--- src/rtl/branch_predictor_if.sv ---
// Fetch-lookup / EX-resolution bus between the pipeline and the branch predictor.
//   master : pipeline side, drives if_pc and the EX resolution fields,
//            receives the prediction, resolution result and counters.
//   slave  : branch predictor side.
interface branch_predictor_if;
   logic [31:0] if_pc;
   logic        branch_estimation;
   logic [31:0] branch_target;
   logic        ex_branch_valid;
   logic [31:0] ex_pc;
   logic        ex_taken;
   logic [31:0] ex_target;
   logic        ex_predicted_taken;
   logic [31:0] ex_predicted_target;
   logic        branch_prediction_miss;
   logic [31:0] branch_target_actual;
   logic [31:0] branch_count;
   logic [31:0] miss_count;

   modport master (
      output if_pc, ex_branch_valid, ex_pc, ex_taken, ex_target,
             ex_predicted_taken, ex_predicted_target,
      input  branch_estimation, branch_target, branch_prediction_miss,
             branch_target_actual, branch_count, miss_count
   );

   modport slave (
      input  if_pc, ex_branch_valid, ex_pc, ex_taken, ex_target,
             ex_predicted_taken, ex_predicted_target,
      output branch_estimation, branch_target, branch_prediction_miss,
             branch_target_actual, branch_count, miss_count
   );
endinterface

--- src/rtl/branch_predictor.sv ---
// Direct-mapped BTB with 2-bit saturating counters, trained by EX resolution.
//   clk   : rising-edge clock
//   reset : asynchronous active-high reset
//   bp    : slave side of branch_predictor_if
//           IF lookup  -> branch_estimation / branch_target (combinational)
//           EX resolve -> branch_prediction_miss / branch_target_actual (combinational)
//           branch_count / miss_count are registered wrap-around counters
module branch_predictor #(
   parameter int unsigned IDX_BITS = 4,
   parameter logic [1:0]  CTR_INIT = 2'b10
) (
   input logic              clk,
   input logic              reset,
   branch_predictor_if.slave bp
);
   localparam int unsigned ENTRIES  = 1 << IDX_BITS;
   localparam int unsigned TAG_LSB  = IDX_BITS + 2;
   localparam int unsigned TAG_BITS = 32 - TAG_LSB;

   logic                valid_q  [ENTRIES];
   logic [TAG_BITS-1:0] tag_q    [ENTRIES];
   logic [31:0]         target_q [ENTRIES];
   logic [1:0]          ctr_q    [ENTRIES];
   logic [31:0]         branch_count_q;
   logic [31:0]         miss_count_q;

   // Fetch-side lookup
   logic [IDX_BITS-1:0] if_idx;
   logic [TAG_BITS-1:0] if_tag;
   logic                if_hit;
   logic                unused_if_pc_lsbs;

   assign if_idx            = bp.if_pc[TAG_LSB-1:2];
   assign if_tag            = bp.if_pc[31:TAG_LSB];
   assign if_hit            = valid_q[if_idx] && (tag_q[if_idx] == if_tag);
   assign unused_if_pc_lsbs = ^bp.if_pc[1:0];

   assign bp.branch_estimation = if_hit && ctr_q[if_idx][1];
   assign bp.branch_target     = if_hit ? target_q[if_idx] : 32'd0;

   // EX-side resolution result
   logic        miss_c;
   logic [31:0] target_actual_c;

   always_comb begin
      miss_c          = 1'b0;
      target_actual_c = 32'd0;
      if (bp.ex_branch_valid) begin
         miss_c = (bp.ex_taken != bp.ex_predicted_taken) ||
                  (bp.ex_taken && (bp.ex_predicted_target != bp.ex_target));
         target_actual_c = bp.ex_taken ? bp.ex_target : bp.ex_pc + 32'd4;
      end
   end

   assign bp.branch_prediction_miss = miss_c;
   assign bp.branch_target_actual   = target_actual_c;
   assign bp.branch_count           = branch_count_q;
   assign bp.miss_count             = miss_count_q;

   // Next contents of the entry addressed by ex_pc
   logic [IDX_BITS-1:0] ex_idx;
   logic [TAG_BITS-1:0] ex_tag;
   logic                ex_hit;
   logic                wr_en;
   logic [TAG_BITS-1:0] tag_d;
   logic [31:0]         target_d;
   logic [1:0]          ctr_d;

   assign ex_idx = bp.ex_pc[TAG_LSB-1:2];
   assign ex_tag = bp.ex_pc[31:TAG_LSB];
   assign ex_hit = valid_q[ex_idx] && (tag_q[ex_idx] == ex_tag);

   always_comb begin
      wr_en    = 1'b0;
      tag_d    = tag_q[ex_idx];
      target_d = target_q[ex_idx];
      ctr_d    = ctr_q[ex_idx];
      if (bp.ex_branch_valid) begin
         if (ex_hit) begin
            wr_en = 1'b1;
            if (bp.ex_taken) begin
               if (ctr_q[ex_idx] != 2'b11) ctr_d = ctr_q[ex_idx] + 2'd1;
               target_d = bp.ex_target;
            end else if (ctr_q[ex_idx] != 2'b00) begin
               ctr_d = ctr_q[ex_idx] - 2'd1;
            end
         end else if (bp.ex_taken) begin
            // Allocation overwrites whatever aliased into this slot
            wr_en    = 1'b1;
            tag_d    = ex_tag;
            target_d = bp.ex_target;
            ctr_d    = CTR_INIT;
         end
      end
   end

   // BTB storage and performance counters
   always_ff @(posedge clk or posedge reset) begin
      if (reset) begin
         for (int unsigned i = 0; i < ENTRIES; i++) begin
            valid_q[i]  <= 1'b0;
            tag_q[i]    <= '0;
            target_q[i] <= 32'd0;
            ctr_q[i]    <= 2'b01;
         end
         branch_count_q <= 32'd0;
         miss_count_q   <= 32'd0;
      end else begin
         if (wr_en) begin
            valid_q[ex_idx]  <= 1'b1;
            tag_q[ex_idx]    <= tag_d;
            target_q[ex_idx] <= target_d;
            ctr_q[ex_idx]    <= ctr_d;
         end
         if (bp.ex_branch_valid) branch_count_q <= branch_count_q + 32'd1;
         if (miss_c)             miss_count_q   <= miss_count_q + 32'd1;
      end
   end
endmodule

--- src/flat_wrapper.sv ---
// flat-port wrapper written by rule: the top's interface ports become plain ports
module branch_predictor_flat 
#(
   parameter int unsigned IDX_BITS = 4,
   parameter logic [1:0]  CTR_INIT = 2'b10
)
  (clk, reset, bp_if_pc, bp_ex_branch_valid, bp_ex_pc, bp_ex_taken, bp_ex_target, bp_ex_predicted_taken, bp_ex_predicted_target, bp_branch_estimation, bp_branch_target, bp_branch_prediction_miss, bp_branch_target_actual, bp_branch_count, bp_miss_count);
  branch_predictor_if bp_i ();
  input logic clk;
  input logic reset;
  input wire logic [$bits(bp_i.if_pc)-1:0] bp_if_pc;
  input wire logic [$bits(bp_i.ex_branch_valid)-1:0] bp_ex_branch_valid;
  input wire logic [$bits(bp_i.ex_pc)-1:0] bp_ex_pc;
  input wire logic [$bits(bp_i.ex_taken)-1:0] bp_ex_taken;
  input wire logic [$bits(bp_i.ex_target)-1:0] bp_ex_target;
  input wire logic [$bits(bp_i.ex_predicted_taken)-1:0] bp_ex_predicted_taken;
  input wire logic [$bits(bp_i.ex_predicted_target)-1:0] bp_ex_predicted_target;
  output wire logic [$bits(bp_i.branch_estimation)-1:0] bp_branch_estimation;
  output wire logic [$bits(bp_i.branch_target)-1:0] bp_branch_target;
  output wire logic [$bits(bp_i.branch_prediction_miss)-1:0] bp_branch_prediction_miss;
  output wire logic [$bits(bp_i.branch_target_actual)-1:0] bp_branch_target_actual;
  output wire logic [$bits(bp_i.branch_count)-1:0] bp_branch_count;
  output wire logic [$bits(bp_i.miss_count)-1:0] bp_miss_count;
  assign bp_i.if_pc = bp_if_pc;
  assign bp_i.ex_branch_valid = bp_ex_branch_valid;
  assign bp_i.ex_pc = bp_ex_pc;
  assign bp_i.ex_taken = bp_ex_taken;
  assign bp_i.ex_target = bp_ex_target;
  assign bp_i.ex_predicted_taken = bp_ex_predicted_taken;
  assign bp_i.ex_predicted_target = bp_ex_predicted_target;
  assign bp_branch_estimation = bp_i.branch_estimation;
  assign bp_branch_target = bp_i.branch_target;
  assign bp_branch_prediction_miss = bp_i.branch_prediction_miss;
  assign bp_branch_target_actual = bp_i.branch_target_actual;
  assign bp_branch_count = bp_i.branch_count;
  assign bp_miss_count = bp_i.miss_count;
  branch_predictor #(.IDX_BITS(IDX_BITS), .CTR_INIT(CTR_INIT)) u_core (.clk(clk), .reset(reset), .bp(bp_i));
endmodule
--- config.mk ---
export PLATFORM = sky130hd
export DESIGN_NAME = branch_predictor_flat
export DESIGN_NICKNAME = d
export VERILOG_FILES = /design/src/rtl/branch_predictor_if.sv /design/src/rtl/branch_predictor.sv /design/src/flat_wrapper.sv
export SDC_FILE = /design/constraint.sdc
export NUM_CORES = 2
export LEC_CHECK = 0
export ABC_AREA = 0
export BUFFER_PORTS_ARGS = -buffer_cell sky130_fd_sc_hd__buf_2
export CORE_UTILIZATION = 40
export CTS_BUF_LIST = sky130_fd_sc_hd__clkbuf_4 sky130_fd_sc_hd__clkbuf_8
export DETAILED_ROUTE_END_ITERATION = 6
export GPL_TIMING_DRIVEN = 0
export HOLD_SLACK_MARGIN = 0.06
export PLACE_DENSITY_LB_ADDON = 0.1
export SKIP_LAST_GASP = 1
export SYNTH_ARGS = -nofsm -noshare
export SYNTH_HDL_FRONTEND = slang
export SYNTH_SLANG_ARGS = --single-unit
--- constraint.sdc ---
create_clock -name clk -period 39.6 [get_ports clk]
set_input_delay 9.9 -clock clk [delete_from_list [all_inputs] [get_ports clk]]
set_output_delay 9.9 -clock clk [all_outputs]
set_load 0.02 [all_outputs]
After elaboration in Yosys (flattened, before gate mapping):

Index checks and enable logic that the tools add are counted.

* register bits after elaboration: 1040

* add/subtract/negate cells: 5
* magnitude comparators: 3
* equality and inequality tests: 5
* multiplexer cells: 53
* bitwise gates (word level): 3
* reduce and logical (&&, ||, !) cells: 7

Operator list (count)
* bitwise mux 512 bit: 1
* bitwise mux 416 bit: 1
* two-way mux 32 bit: 10
* binary-select mux 32 bit (select 4 bit): 2
* binary-select mux 26 bit (select 4 bit): 2
* two-way mux 26 bit: 8
* demux 32 bit (select 4 bit): 1
* demux 26 bit (select 4 bit): 1
* adder 32 x 1 -> 32 bit (second input constant): 2
* == test 26 bit: 2
* adder 32 x 3 -> 32 bit (second input constant): 1
* bitwise mux 32 bit: 1
* != test 32 bit: 1
* two-way mux 2 bit: 11
* binary-select mux 2 bit (select 4 bit): 2
* bitwise OR 16 bit: 1
* >= comparator 5 bit (second input constant): 2
* NOT 4 -> 5 bit: 2
* two-way mux 1 bit: 9
* binary-select mux 1 bit (select 4 bit): 2
* demux 2 bit (select 4 bit): 1
* logical AND 1 bit: 5
* less-than comparator 5 x 1 -> 1 bit (second input constant): 1
* demux 1 bit (select 4 bit): 1
* other kinds (6): 6

Depth between registers and ports, before layout:

* depth after elaboration: 10
* mapped depth: 16
* mapped depth without buffers: 9

Worst setup path before layout:

No wires, ideal clock.

* path type: input to output
* start point: input port bp_if_pc[2]
* end point: output port bp_branch_target[10]
* arrival time: 13266 ps
* required time: 29700 ps
* path slack: 16434 ps
* cell stages on the path: 10
* buffers on the path: 4
* cell sequence: clkbuf_1 -> buf_1 -> buf_1 -> mux4_2 -> mux4_2 -> xor2_1 -> nor4_1 -> nand4_1 -> clkbuf_1 -> nor2b_1

* word-level cells in the longest chain between the ends: 7
* elaborated cells between the ends (all ways): 13
* those cells by class: eq/ne (1); mux (10); bitwise (1); reduce/logical (1)

Ends and longest elaborated chain
* start: declaration: RTL line flat_wrapper.sv:11 `input wire logic [$bits(bp_i.if_pc)-1:0] bp_if_pc;`
* NOT 4 -> 5 bit (not written as such) *: RTL line branch_predictor.sv:35, branch_predictor.sv:39
* binary-select mux 26 bit (select 4 bit): RTL line branch_predictor.sv:35 `assign if_hit = valid_q[if_idx] && (tag_q[if_idx] == if_tag);`
* two-way mux 26 bit (not written as such) (2 in series): RTL line branch_predictor.sv:35
* == test 26 bit: RTL line branch_predictor.sv:35
* logical AND 1 bit: RTL line branch_predictor.sv:35
* two-way mux 32 bit *: RTL line branch_predictor.sv:39 `assign bp.branch_target = if_hit ? target_q[if_idx] : 32'd0;`
* end: declaration: RTL line flat_wrapper.sv:19 `output wire logic [$bits(bp_i.branch_target)-1:0] bp_branch_target;`

Mark *: on every way between the ends. The rest lies on a longest branch, timed or not. The select of a mux whose other input is x is not followed.

Final worst setup path:

* start point: input port bp_if_pc[2]
* end point: output port bp_branch_estimation

* word-level cells in the longest chain between the ends: 7
* elaborated cells between the ends (all ways): 13
* those cells by class: eq/ne (1); mux (9); bitwise (1); reduce/logical (2)

Ends and longest elaborated chain
* NOT 4 -> 5 bit (not written as such) *: RTL line branch_predictor.sv:35, branch_predictor.sv:38
* binary-select mux 26 bit (select 4 bit): RTL line branch_predictor.sv:35
* two-way mux 26 bit (not written as such) (2 in series): RTL line branch_predictor.sv:35
* == test 26 bit: RTL line branch_predictor.sv:35
* logical AND 1 bit: RTL line branch_predictor.sv:35
* logical AND 1 bit *: RTL line branch_predictor.sv:38 `assign bp.branch_estimation = if_hit && ctr_q[if_idx][1];`
* end: declaration: RTL line flat_wrapper.sv:18 `output wire logic [$bits(bp_i.branch_estimation)-1:0] bp_branch_estimation;`

Marked as above.

==> results.toml <==
[min_path]
hold_class = "register to register"
whs_path_depth = 1
min-delay-start = "u_core.bp.miss_count[31]$_DFFE_PP0P_"
whs_endpoint = "u_core.bp.miss_count[31]$_DFFE_PP0P_"

[die]
row_count = 138
initial_core_util_pct = 40.3
die_w_um = 380
core_area_mm2 = 0.142
fp.dieH_um = 380
die_area_mm2 = 0.144
io_pins = 263

[global_routing]
grt_max_degree = 121
grt_pass1_vias = 38500
grt_pass1_wl_um = 307000
gr-total-overflow = 0
antenna_found_initial = 28
grtUsageTotal_pct = 30.4

[final_layout]
stdcell_count = 6189
seqCellArea_mm2 = 0.0260
multi_input_area_mm2 = 0.0293
drive_gt1_share_pct = 54.2
final_area_mm2 = 0.0649
fillers = 12800
area.growth.synth_to_final_pct = 13.8
nets = 4293

[timing]
min_period_ps = 26840
skew_ps = 43.8
worstMarginPinSlew_ps = 1510
finalCritPeriodShare_pct = 67.8
slew_headroom_pct = -0.993
setup_viol = 0
fin_hold_ws_ps = 473
fmax_mhz = 37.3
rsz0062_at_grt = "no"
tns_ps = 0
drv_slew = 22
hold_viol = 0

[logic_synthesis]
syn_nets = 3846
synthCells = 3707
ys_seq_elements = 1040
yosysUniqueCellTypes = 57
synthesis.area_mm2 = 0.0570
ys_seq_area_share_pct = 45.7
synthFlopType = "dfrtp_1"
synth_area_per_cell_um2 = 15.4
synth_warnings = 0
synth_edf_count = 0
ys_async_sr_fraction_pct = 100

[route]
wl_per_cell_um = 35.3
firstDrtPassIters = 7
vias_per_cell = 6.19
antenna_left = 0
drt_iter0_markers = 3817
vias = 38300
wl_um = 219000
remaining_drc_errors = 0

[clock_tree]
cts_tree = "done"
cts_resized = 0
cts_setup_buffers = 0
htreeDepth = 4
path_clk_slew_ps = 70
clock_latency_ps = 950
cts_buffers = 189
ctsLongestPathBuffers = 3
postCtsHoldBufs = 0
clock_sinks = 1040
root_buffer = "clkbuf_8"

[placement]
io_buffers = 245
post-place-cells = 5853
hpwl_um = 151000
globalplace.congestion = 0.939
placed_area_mm2 = 0.0609

[power_and_ir_drop]
seq_power_share_pct = 43.5
power_frac_comb_pct = 20.7
p_leak_uw = 0.0290
p_int_uw = 2150
power.net_switching_uw = 908
clkPwrFrac_pct = 35.8
swShare_pct = 29.7
power_density_mw_per_mm2 = 47.1
peakVddDrop_uv = 25.7

[critical_path]
regToRegSetupSlack_ps = 34260
r2r-end = "u_core.target_q[67]$_DFFE_PP0P_"
critPathMaxFanout = 10
end_kind = "output port"
r2r_cells = 10
startpoint_type = "input port"
setup.worst_path.class = "input port to output port"
required_ps = 29700
arrival_ps = 16940
r2r_start = "u_core.tag_q[152]$_DFFE_PP0P_"

[status]
violations = "capacitance limit, slew limit"
outcome = "finished, violations left"

[job]
cap_violations = 2
through the flow:
step	utilization (%)	power (uW)	setup WS, ps
5_1_grt	45.8	3180	12850
3_5_place_dp	43.0	1970	12900
2_1_floorplan	-	1760	456
4_1_cts	45.8	3070	12890
6_report	45.9	3060	12760
3_3_place_gp	42.8	1960	-13480
kinds of logic (layout without fill, tap and decap cells):
logic type                 Yosys count  in the layout  share of synthesized area, %
buffers and inverters              360            946                          2.94
adders and majority gates            6              6                         0.132
xor gates and xnor gates           183            183                          2.81
other                                0              6                             0
DFF                               1040           1040                          45.7
muxes                             1646           1646                          43.7
and+or+nand+nor                    372            372                          3.50
AOI/OAI and AO/OA                  100            100                          1.31
cells in the mapped netlist (2+ instances only):
library cell,count,share of area (%)
dfrtp_1,1024,45
mux2_2,960,19
mux4_2,573,23
clkbuf_1,154,1.0
nand2_1,108,0.71
xnor2_1,96,1.5
xor2_1,87,1.3
buf_2,84,0.74
nor2_1,69,0.45
mux2i_1,64,1.1
buf_4,51,0.67
mux2_1,49,0.97
buf_1,46,0.30
nor2b_1,37,0.41
nand3_1,29,0.25
nand4_1,29,0.32
inv_1,20,0.13
nor4_1,19,0.21
or2_2,18,0.20
a21oi_1,16,0.14
dfstp_2,16,0.74
a211oi_1,15,0.20
o32a_1,15,0.26
and3_1,14,0.15
nor3_1,10,0.088
nor3_4,10,0.29
o21ai_0,10,0.088
a22oi_1,7,0.092
or3_1,7,0.077
a31oi_1,6,0.066
ha_1,6,0.13
nor3_2,6,0.11
and4_1,5,0.077
nand2b_1,5,0.055
o22ai_1,5,0.055
buf_6,4,0.079
a311oi_1,3,0.046
and2_1,3,0.033
o211a_1,3,0.053
o211ai_1,3,0.039
a21oi_2,2,0.031
o221ai_1,2,0.031
o32ai_1,2,0.031
o41ai_1,2,0.031
sequential cells by signal (all words and copies together), names as in the netlist:
| signal | count |
|---|---|
| u_core.target_q | 512 |
| u_core.tag_q | 416 |
| u_core.bp.branch_count | 32 |
| u_core.bp.miss_count | 32 |
| u_core.ctr_q | 32 |
| u_core.valid_q | 16 |
worst max-delay path, stage by stage:
cell and delay, ps:
clkbuf_1 290, buf_1 1000, buf_1 1060, mux4_2 640, mux4_2 470, xor2_1 250, nor4_1 740, nand4_1 1200
nor2b_1 1070, buf_2 300
metal layers:
metal	share of wire [%]	track usage, %	wire (um)
met1	44	44.3	96700
met2	43	43.5	95000
met3	9.5	9.47	20800
met4	2.7	8.56	5950
met5	0.071	0	155
how the worst max path moves through the flow:
| stage | from | to | slack, ps | cells past startpoint |
|---|---|---|---|---|
| after floorplan | reset | u_core.bp.branch_count[0]$_DFFE_PP0P_ | 460 | 1 |
| after detailed placement | bp_if_pc[2] | bp_branch_estimation | 12900 | 10 |
| after global routing | bp_if_pc[2] | bp_branch_estimation | 12850 | 10 |
| after global placement | reset | u_core.bp.miss_count[11]$_DFFE_PP0P_ | -13480 | 2 |
| after CTS | bp_if_pc[2] | bp_branch_estimation | 12890 | 10 |
| final | bp_if_pc[2] | bp_branch_estimation | 12760 | 10 |
power groups by stage:
stage               clock network, uW  logic (uW)  registers [uW]
floorplan                           0         439            1320
global route                     1160         666            1350
finish                           1090         632            1330
CTS                              1110         628            1330
global placement                    0         616            1340
detailed placement                  0         626            1340
area by class of cell:
type / count / area share [%]
flip-flops and latches: 1040 / 40.1
inverters: 21 / 0.133
plain buffers: 339 / 2.49
repair buffers: 256 / 2.32
multi-input cells: 2307 / 45.2
clock buffers: 301 / 5.73
clock inverters: 29 / 0.370
well taps: 1890 / 3.64
diodes: 6 / 0.0231
layout by cell type, fill, tap and decap left out, types with 14 or more instances in the layout:
master    Yosys  final
clkbuf_4      0     68
buf_1        46     38
clkinv_2      0     19
and3_1       14     14
xnor2_1      96     96
xor2_1       87     87
or2_2        18     18
dfrtp_1    1024   1024
nor4_1       19     18
inv_1        20     19
o32a_1       15     15
a21oi_1      16     16
mux2i_1      64     64
mux2_2      960    960
nand4_1      29     29
clkbuf_8      0    233
nor2_1       69     69
nand3_1      29     29
a211oi_1     15     15
nor2b_1      37     37
mux4_2      573    573
dfstp_2      16     16
nand2_1     108    108
clkbuf_1    154    149
mux2_1       49     49
buf_4        51     52
buf_2        84    334
Power figures use the tool's default switching activity.
